[src/rtl/sar_search_pkg.sv]
// Shared types and constants for the successive-approximation search engine.
// Optional early exit on equality is enabled by defining SAR_EARLY_EXIT_EN.
package sar_pkg;

    localparam int SAR_WIDTH = 8;

    typedef enum logic [1:0] {
        IDLE = 2'd0,
        TEST = 2'd1,
        DONE = 2'd2
    } sar_state_t;

    // First trial of a search: only the top bit of a w-bit operand set.
    function automatic logic [15:0] msb_mask(input int w);
        msb_mask = 16'h0001 << (w - 1);
    endfunction

endpackage

[src/rtl/sar_search_if.sv]
// Comparator-facing handshake of the search engine: the trial operand goes out,
// the le/eq/gr flags come back, and start/result/status go to the requester.
interface sar_search_if #(parameter int WIDTH = 8);
    logic             start;
    logic             cmp_le;
    logic             cmp_eq;
    logic             cmp_gr;
    logic [WIDTH-1:0] trial;
    logic             busy;
    logic             done;
    logic [WIDTH-1:0] result;
    logic             err;

    modport master (
        output start, cmp_le, cmp_eq, cmp_gr,
        input  trial, busy, done, result, err
    );

    modport slave (
        input  start, cmp_le, cmp_eq, cmp_gr,
        output trial, busy, done, result, err
    );
endinterface

[src/rtl/sar_search_cmp_flag_check.sv]
// One-hot check of the magnitude comparator flags; bad is high whenever
// zero or more than one of le/eq/gr are asserted.
module cmp_flag_check (
    input  logic le,
    input  logic eq,
    input  logic gr,
    output logic bad
);

    // Exactly one flag set is the only legal comparator response.
    always_comb begin
        bad = 1'b1;
        case ({le, eq, gr})
            3'b100:  bad = 1'b0;
            3'b010:  bad = 1'b0;
            3'b001:  bad = 1'b0;
            default: bad = 1'b1;
        endcase
    end

endmodule

[src/rtl/sar_search.sv]
// Successive-approximation search controller driving an external comparator.
// Define SAR_EARLY_EXIT_EN to finish as soon as the comparator reports equality.
module sar_search
    import sar_pkg::*;
#(
    parameter int WIDTH = SAR_WIDTH
) (
    input  logic         clk,
    input  logic         rst,
    sar_search_if.slave  bus
);

    localparam int               IDXW    = $clog2(WIDTH);
    localparam logic [WIDTH-1:0] MSB     = WIDTH'(msb_mask(WIDTH));
    localparam logic [WIDTH-1:0] ONE_W   = WIDTH'(1);
    localparam logic [WIDTH-1:0] ZERO_W  = {WIDTH{1'b0}};
    localparam logic [IDXW-1:0]  IDX_TOP = IDXW'(WIDTH - 1);
    localparam logic [IDXW-1:0]  IDX_ONE = IDXW'(1);
    localparam logic [IDXW-1:0]  IDX_0   = {IDXW{1'b0}};

    sar_state_t       state_r;
    logic [WIDTH-1:0] trial_r;
    logic [WIDTH-1:0] acc_r;
    logic [WIDTH-1:0] result_r;
    logic [IDXW-1:0]  idx_r;
    logic             busy_r;
    logic             done_r;
    logic             err_r;
    logic             err_acc_r;

    logic             bad_s;
    logic [WIDTH-1:0] acc_next_s;
    logic [WIDTH-1:0] trial_next_s;
    logic             last_s;

    cmp_flag_check u_flag_check (
        .le  (bus.cmp_le),
        .eq  (bus.cmp_eq),
        .gr  (bus.cmp_gr),
        .bad (bad_s)
    );

    // Decision for the current trial; a malformed flag set is resolved by gr alone.
    always_comb begin
        acc_next_s   = acc_r;
        trial_next_s = ZERO_W;
        last_s       = 1'b0;
        if (bus.cmp_gr) begin
            acc_next_s = acc_r;
        end else begin
            acc_next_s = trial_r;
        end
        trial_next_s = acc_next_s | (ONE_W << (idx_r - IDX_ONE));
`ifdef SAR_EARLY_EXIT_EN
        if (idx_r == IDX_0) begin
            last_s = 1'b1;
        end else if (bus.cmp_eq && !bad_s) begin
            last_s = 1'b1;
        end else begin
            last_s = 1'b0;
        end
`else
        if (idx_r == IDX_0) begin
            last_s = 1'b1;
        end else begin
            last_s = 1'b0;
        end
`endif
    end

    // Search FSM with all outputs registered.
    always_ff @(posedge clk or posedge rst) begin
        if (rst) begin
            state_r   <= IDLE;
            trial_r   <= ZERO_W;
            acc_r     <= ZERO_W;
            result_r  <= ZERO_W;
            idx_r     <= IDX_TOP;
            busy_r    <= 1'b0;
            done_r    <= 1'b0;
            err_r     <= 1'b0;
            err_acc_r <= 1'b0;
        end else begin
            case (state_r)
                IDLE: begin
                    done_r <= 1'b0;
                    busy_r <= 1'b0;
                    if (bus.start) begin
                        state_r   <= TEST;
                        trial_r   <= MSB;
                        acc_r     <= ZERO_W;
                        idx_r     <= IDX_TOP;
                        err_acc_r <= 1'b0;
                        busy_r    <= 1'b1;
                    end
                end
                TEST: begin
                    if (bad_s) begin
                        err_acc_r <= 1'b1;
                    end
                    if (last_s) begin
                        state_r  <= DONE;
                        busy_r   <= 1'b0;
                        done_r   <= 1'b1;
                        result_r <= acc_next_s;
                        err_r    <= err_acc_r | bad_s;
                        trial_r  <= ZERO_W;
                        acc_r    <= acc_next_s;
                    end else begin
                        idx_r   <= idx_r - IDX_ONE;
                        trial_r <= trial_next_s;
                        acc_r   <= acc_next_s;
                    end
                end
                DONE: begin
                    done_r <= 1'b0;
                    if (bus.start) begin
                        state_r   <= TEST;
                        trial_r   <= MSB;
                        acc_r     <= ZERO_W;
                        idx_r     <= IDX_TOP;
                        err_acc_r <= 1'b0;
                        busy_r    <= 1'b1;
                    end else begin
                        state_r <= IDLE;
                        busy_r  <= 1'b0;
                    end
                end
                default: begin
                    state_r <= IDLE;
                    trial_r <= ZERO_W;
                    busy_r  <= 1'b0;
                    done_r  <= 1'b0;
                end
            endcase
        end
    end

    assign bus.trial  = trial_r;
    assign bus.busy   = busy_r;
    assign bus.done   = done_r;
    assign bus.result = result_r;
    assign bus.err    = err_r;

endmodule

[src/flat_wrapper.sv]
// flat-port wrapper written by rule: the top's interface ports become plain ports
module sar_search_flat import sar_pkg::*;
#(
    parameter int WIDTH = SAR_WIDTH
)
  (clk, rst, bus_start, bus_cmp_le, bus_cmp_eq, bus_cmp_gr, bus_trial, bus_busy, bus_done, bus_result, bus_err);
  sar_search_if #(.WIDTH(WIDTH)) bus_i ();
  input  logic clk;
  input  logic rst;
  input wire logic [$bits(bus_i.start)-1:0] bus_start;
  input wire logic [$bits(bus_i.cmp_le)-1:0] bus_cmp_le;
  input wire logic [$bits(bus_i.cmp_eq)-1:0] bus_cmp_eq;
  input wire logic [$bits(bus_i.cmp_gr)-1:0] bus_cmp_gr;
  output wire logic [$bits(bus_i.trial)-1:0] bus_trial;
  output wire logic [$bits(bus_i.busy)-1:0] bus_busy;
  output wire logic [$bits(bus_i.done)-1:0] bus_done;
  output wire logic [$bits(bus_i.result)-1:0] bus_result;
  output wire logic [$bits(bus_i.err)-1:0] bus_err;
  assign bus_i.start = bus_start;
  assign bus_i.cmp_le = bus_cmp_le;
  assign bus_i.cmp_eq = bus_cmp_eq;
  assign bus_i.cmp_gr = bus_cmp_gr;
  assign bus_trial = bus_i.trial;
  assign bus_busy = bus_i.busy;
  assign bus_done = bus_i.done;
  assign bus_result = bus_i.result;
  assign bus_err = bus_i.err;
  sar_search #(.WIDTH(WIDTH)) u_core (.clk(clk), .rst(rst), .bus(bus_i));
endmodule
[config.mk]
export PLATFORM = sky130hd
export DESIGN_NAME = sar_search_flat
export DESIGN_NICKNAME = d
export VERILOG_FILES = /design/src/rtl/sar_search_pkg.sv /design/src/rtl/sar_search_if.sv /design/src/rtl/sar_search_cmp_flag_check.sv /design/src/rtl/sar_search.sv /design/src/flat_wrapper.sv
export SDC_FILE = /design/constraint.sdc
export NUM_CORES = 1
export LEC_CHECK = 0
export ABC_AREA = 1
export CAP_MARGIN = 20
export CORE_MARGIN = 10
export CORE_UTILIZATION = 58
export CTS_BUF_LIST = sky130_fd_sc_hd__clkbuf_8
export CTS_CLUSTER_DIAMETER = 80
export DETAILED_ROUTE_END_ITERATION = 10
export PLACE_DENSITY = 0.85
export SETUP_SLACK_MARGIN = 0.5
export SYNTH_ARGS = -nofsm -noshare
export SYNTH_HDL_FRONTEND = slang
export SYNTH_SLANG_ARGS = --single-unit
export TNS_END_PERCENT = 30
[constraint.sdc]
create_clock -name clk -period 4.5 [get_ports clk]
set_input_delay 0.45 -clock clk [delete_from_list [all_inputs] [get_ports clk]]
set_output_delay 0.45 -clock clk [all_outputs]
set_load 0.02 [all_outputs]
==> metrics.cfg <==
[outcome]
run_status = finished clean

[setup_path]
worstReg2RegEnd = u_core.bus.err
critical_path.endpoint = bus_trial[0]
timing.setup.critical_path_class = flop to output port
critical_path.top_delay_family = buffers and inverters
reg_to_reg_critical_path_startpoint = u_core.idx_r[0]
worstSetupPathDepth = 1
cp.required_ns = 4.05
max_incr_delay_on_cp_ns = 0.64
r2r_cells = 8
critical_path.endpoint_type = output port
regToRegSetupSlack_ns = 2.85
crit_path_cell_trace = clkdlybuf4s50_1
crit_path_start_kind = flop
worst_ep_arrival_time_ns = 1.31
cp-startpoint = u_core.bus.trial[0]
worst-path-max-fanout = 3
path_buf_inv = 1
crit_path_top_delay_cell = sky130_fd_sc_hd__clkdlybuf4s50_1

[placed_design]
place_congestion = 0.867
placedCellCount = 236
post-dp-hpwl_um = 2610
placed_cell_area_um2 = 1840
buffer_ports.inserted = 24

[die]
number_of_top_level_pins = 25
design.core.area_um2 = 2540
die-area_um2 = 5240
floorplan.initialDensity = 0.626
row_count = 18
die_height_um = 72.4
die_w_um = 72.4

[global_route]
globalRouteTotalUtil = 0.147
antenna_found_initial = 0
total_global_routing_overflow = 0
global_route_wire_length_before_repair_um = 6120
grt_max_degree = 34
first_global_vias = 1300

[yosys]
synth_seq_area_share = 0.521
yosysUniqueCellTypes = 18
yosys.cell_count.top_type = sky130_fd_sc_hd__nand2_1
synth_enable_flop_cells = 0
synth.top_cells.by_count = sky130_fd_sc_hd__nand2_1, sky130_fd_sc_hd__dfrtp_1, sky130_fd_sc_hd__inv_1
ys_seq_elements = 33
synthesis.area_um2 = 1590
yosys.area.top_type_share = 0.471
post_synth_main_area_contributors = sky130_fd_sc_hd__dfrtp_1, sky130_fd_sc_hd__nand2_1, sky130_fd_sc_hd__ha_1
syn_inst = 184
net_count_after_synthesis = 198
ys_dominant_reg_cell = sky130_fd_sc_hd__dfrtp_1
async_flop_share = 1.00
yosys_warnings = 0
area_leader_netlist = sky130_fd_sc_hd__dfrtp_1
synth_area_per_cell_um2 = 8.66

[sta]
setup_tns_ns = 0
setup-violations-final = 0
fin_skew_ns = 0.00404
max_freq_mhz = 569
time_the_worst_path_needs_with_i_o_delays_and_setup_ns = 1.76
grt_setup_unrepaired = no
finalHoldViolations = 0
worst-slew-pin-transition_ns = 0.516
min_period_over_period = 0.390
worst_slew_margin_rel = 0.654
drv_slew = 0

[drt]
ant_nets = 0
detail_route.vias_per_cell = 5.21
routed_wl_um = 3450
dr.pass1.iters = 4
routed_wire_length_per_instance_um = 14.2
detailroute.via_count = 1271
drc_errors = 0
drtIter0Drc = 100

[pwr]
p_per_area_nw_per_um2 = 777
power.switching_w = 0.000636
power.ir.vdd_worst_v = 0.000605
power_frac_clock = 0.162
comb_power_share = 0.476
cell_int_power_w = 0.000869
switching_share = 0.423
leakagePower_nw = 1.00
seqPwrFrac = 0.362

[cts]
clock_insertion_delay_worst_skew_ns = 0.29
cts_hold_buffers = 0
tritoncts_num_sinks = 33
cts_htree_levels = 2
worst_case_clock_buffer_depth = 2
post_cts_resized = 0
clock_pin_transition_on_the_worst_setup_and_hold_timing_paths_ns = 0.07
number_of_clock_buffers_inserted_by_tritoncts = 5
ctsRootBufferMaster = sky130_fd_sc_hd__clkbuf_8
postCtsSetupRepairBufs = 0
cts_tree = done

[min_path]
hold_class = flop to flop

[finish]
final_cells = 244
area_delta_synth_final_pct = 21.6
finish.instance_area_um2 = 1940
antenna_diode_instance_count = 0
layout.nets = 227
layout-drive-gt1-share = 0.126

[job]
maximum_capacitance_violations = 0

==> cells by family (layout without fill, tap and decap cells) <==
logic type               Yosys count  count (layout)  synth area share
flip-flops                        33              33             0.521
buffers and inverters             24              54            0.0762
AO/OA/AOI/OAI                     28              28             0.118
adder cells (fa/ha/maj)            8               8            0.0628
AND/OR/NAND/NOR                   91              91             0.222
==> area by class of cell <==
class,count,area [um2]
timing repair buffer,25,248
clock buffer,7,96.3
tap,30,37.5
inverter,21,78.8
fill,184,608
clock inverter,1,5.00
multi-input combinational,127,642
sequential,33,830
==> placed cells by master (no fill, tap or decap), types with 2 or more instances in the layout <==
cell type / n
sky130_fd_sc_hd__nand2_1: 81
sky130_fd_sc_hd__dfrtp_1: 30
sky130_fd_sc_hd__clkdlybuf4s50_1: 24
sky130_fd_sc_hd__inv_1: 18
sky130_fd_sc_hd__o21ai_0: 14
sky130_fd_sc_hd__o21ai_2: 9
sky130_fd_sc_hd__ha_1: 8
sky130_fd_sc_hd__clkbuf_8: 7
sky130_fd_sc_hd__nor2_1: 6
sky130_fd_sc_hd__inv_2: 3
sky130_fd_sc_hd__dfstp_2: 3
sky130_fd_sc_hd__o21ai_1: 2
sky130_fd_sc_hd__nand3_1: 2
==> how the worst min path moves through the flow <==
stage                         start                   end  slack [ns]  cells after the start
3_5_place_dp        u_core.bus.busy       u_core.bus.busy        0.46                      2
4_1_cts             u_core.acc_r[3]       u_core.acc_r[3]        0.48                      2
2_1_floorplan       u_core.acc_r[3]       u_core.acc_r[3]        0.44                      2
3_3_place_gp        u_core.bus.busy       u_core.bus.busy        0.46                      2
6_report       u_core.bus.result[4]  u_core.bus.result[4]        0.48                      2
5_1_grt             u_core.acc_r[3]       u_core.acc_r[3]        0.50                      2
==> worst reg2reg max path: cells and delay by family, from the launching register on <==
kind	cells	cell delay [ns]
AOI/OAI and AO/OA	1	0.06
adders and majority gates	1	0.23
buffers and inverters	3	0.27
DFF	1	0.55
and+or+nand+nor	3	0.43
==> routing by layer <==
layer  track usage  vias to the layer above  share of wire  wire [um]
li1              -                      626              -          -
met1         0.164                      588           0.41       1420
met2         0.239                       49           0.49       1680
met3        0.0667                        8          0.081        281
met4        0.0570                        0          0.021         72
met5             0                        -              0          0
==> sequential cells by signal (all words and copies together) (netlist names) <==
register	flops
u_core.acc_r	8
u_core.idx_r	3
u_core.bus.trial	8
u_core.bus.result	8
u_core.state_r	2
u_core.bus.err	1
u_core.bus.done	1
u_core.bus.busy	1
u_core.err_acc_r	1
==> stage by stage <==
step / utilization / hold WS, ns / setup WS, ns / power [W]
after CTS: 0.761 / 0.482 / 2.73 / 0.00153
after detailed placement: 0.721 / 0.463 / 2.75 / 0.00128
after global routing: 0.761 / 0.499 / 2.67 / 0.00164
after global placement: 0.721 / 0.457 / 2.81 / 0.00124
after floorplan: - / 0.442 / 3.02 / 0.00101
final: 0.761 / 0.480 / 2.74 / 0.00150
==> power by group through the flow <==
stage                     logic [W]  registers (W)  clock network [W]
after global placement     0.000698       0.000541                  0
after floorplan            0.000384       0.000625                  0
after detailed placement   0.000727       0.000548                  0
after global routing       0.000816       0.000562           0.000262
final                      0.000716       0.000545           0.000244
after CTS                  0.000729       0.000545           0.000251
Note: power is estimated with default switching activity, not from simulation.
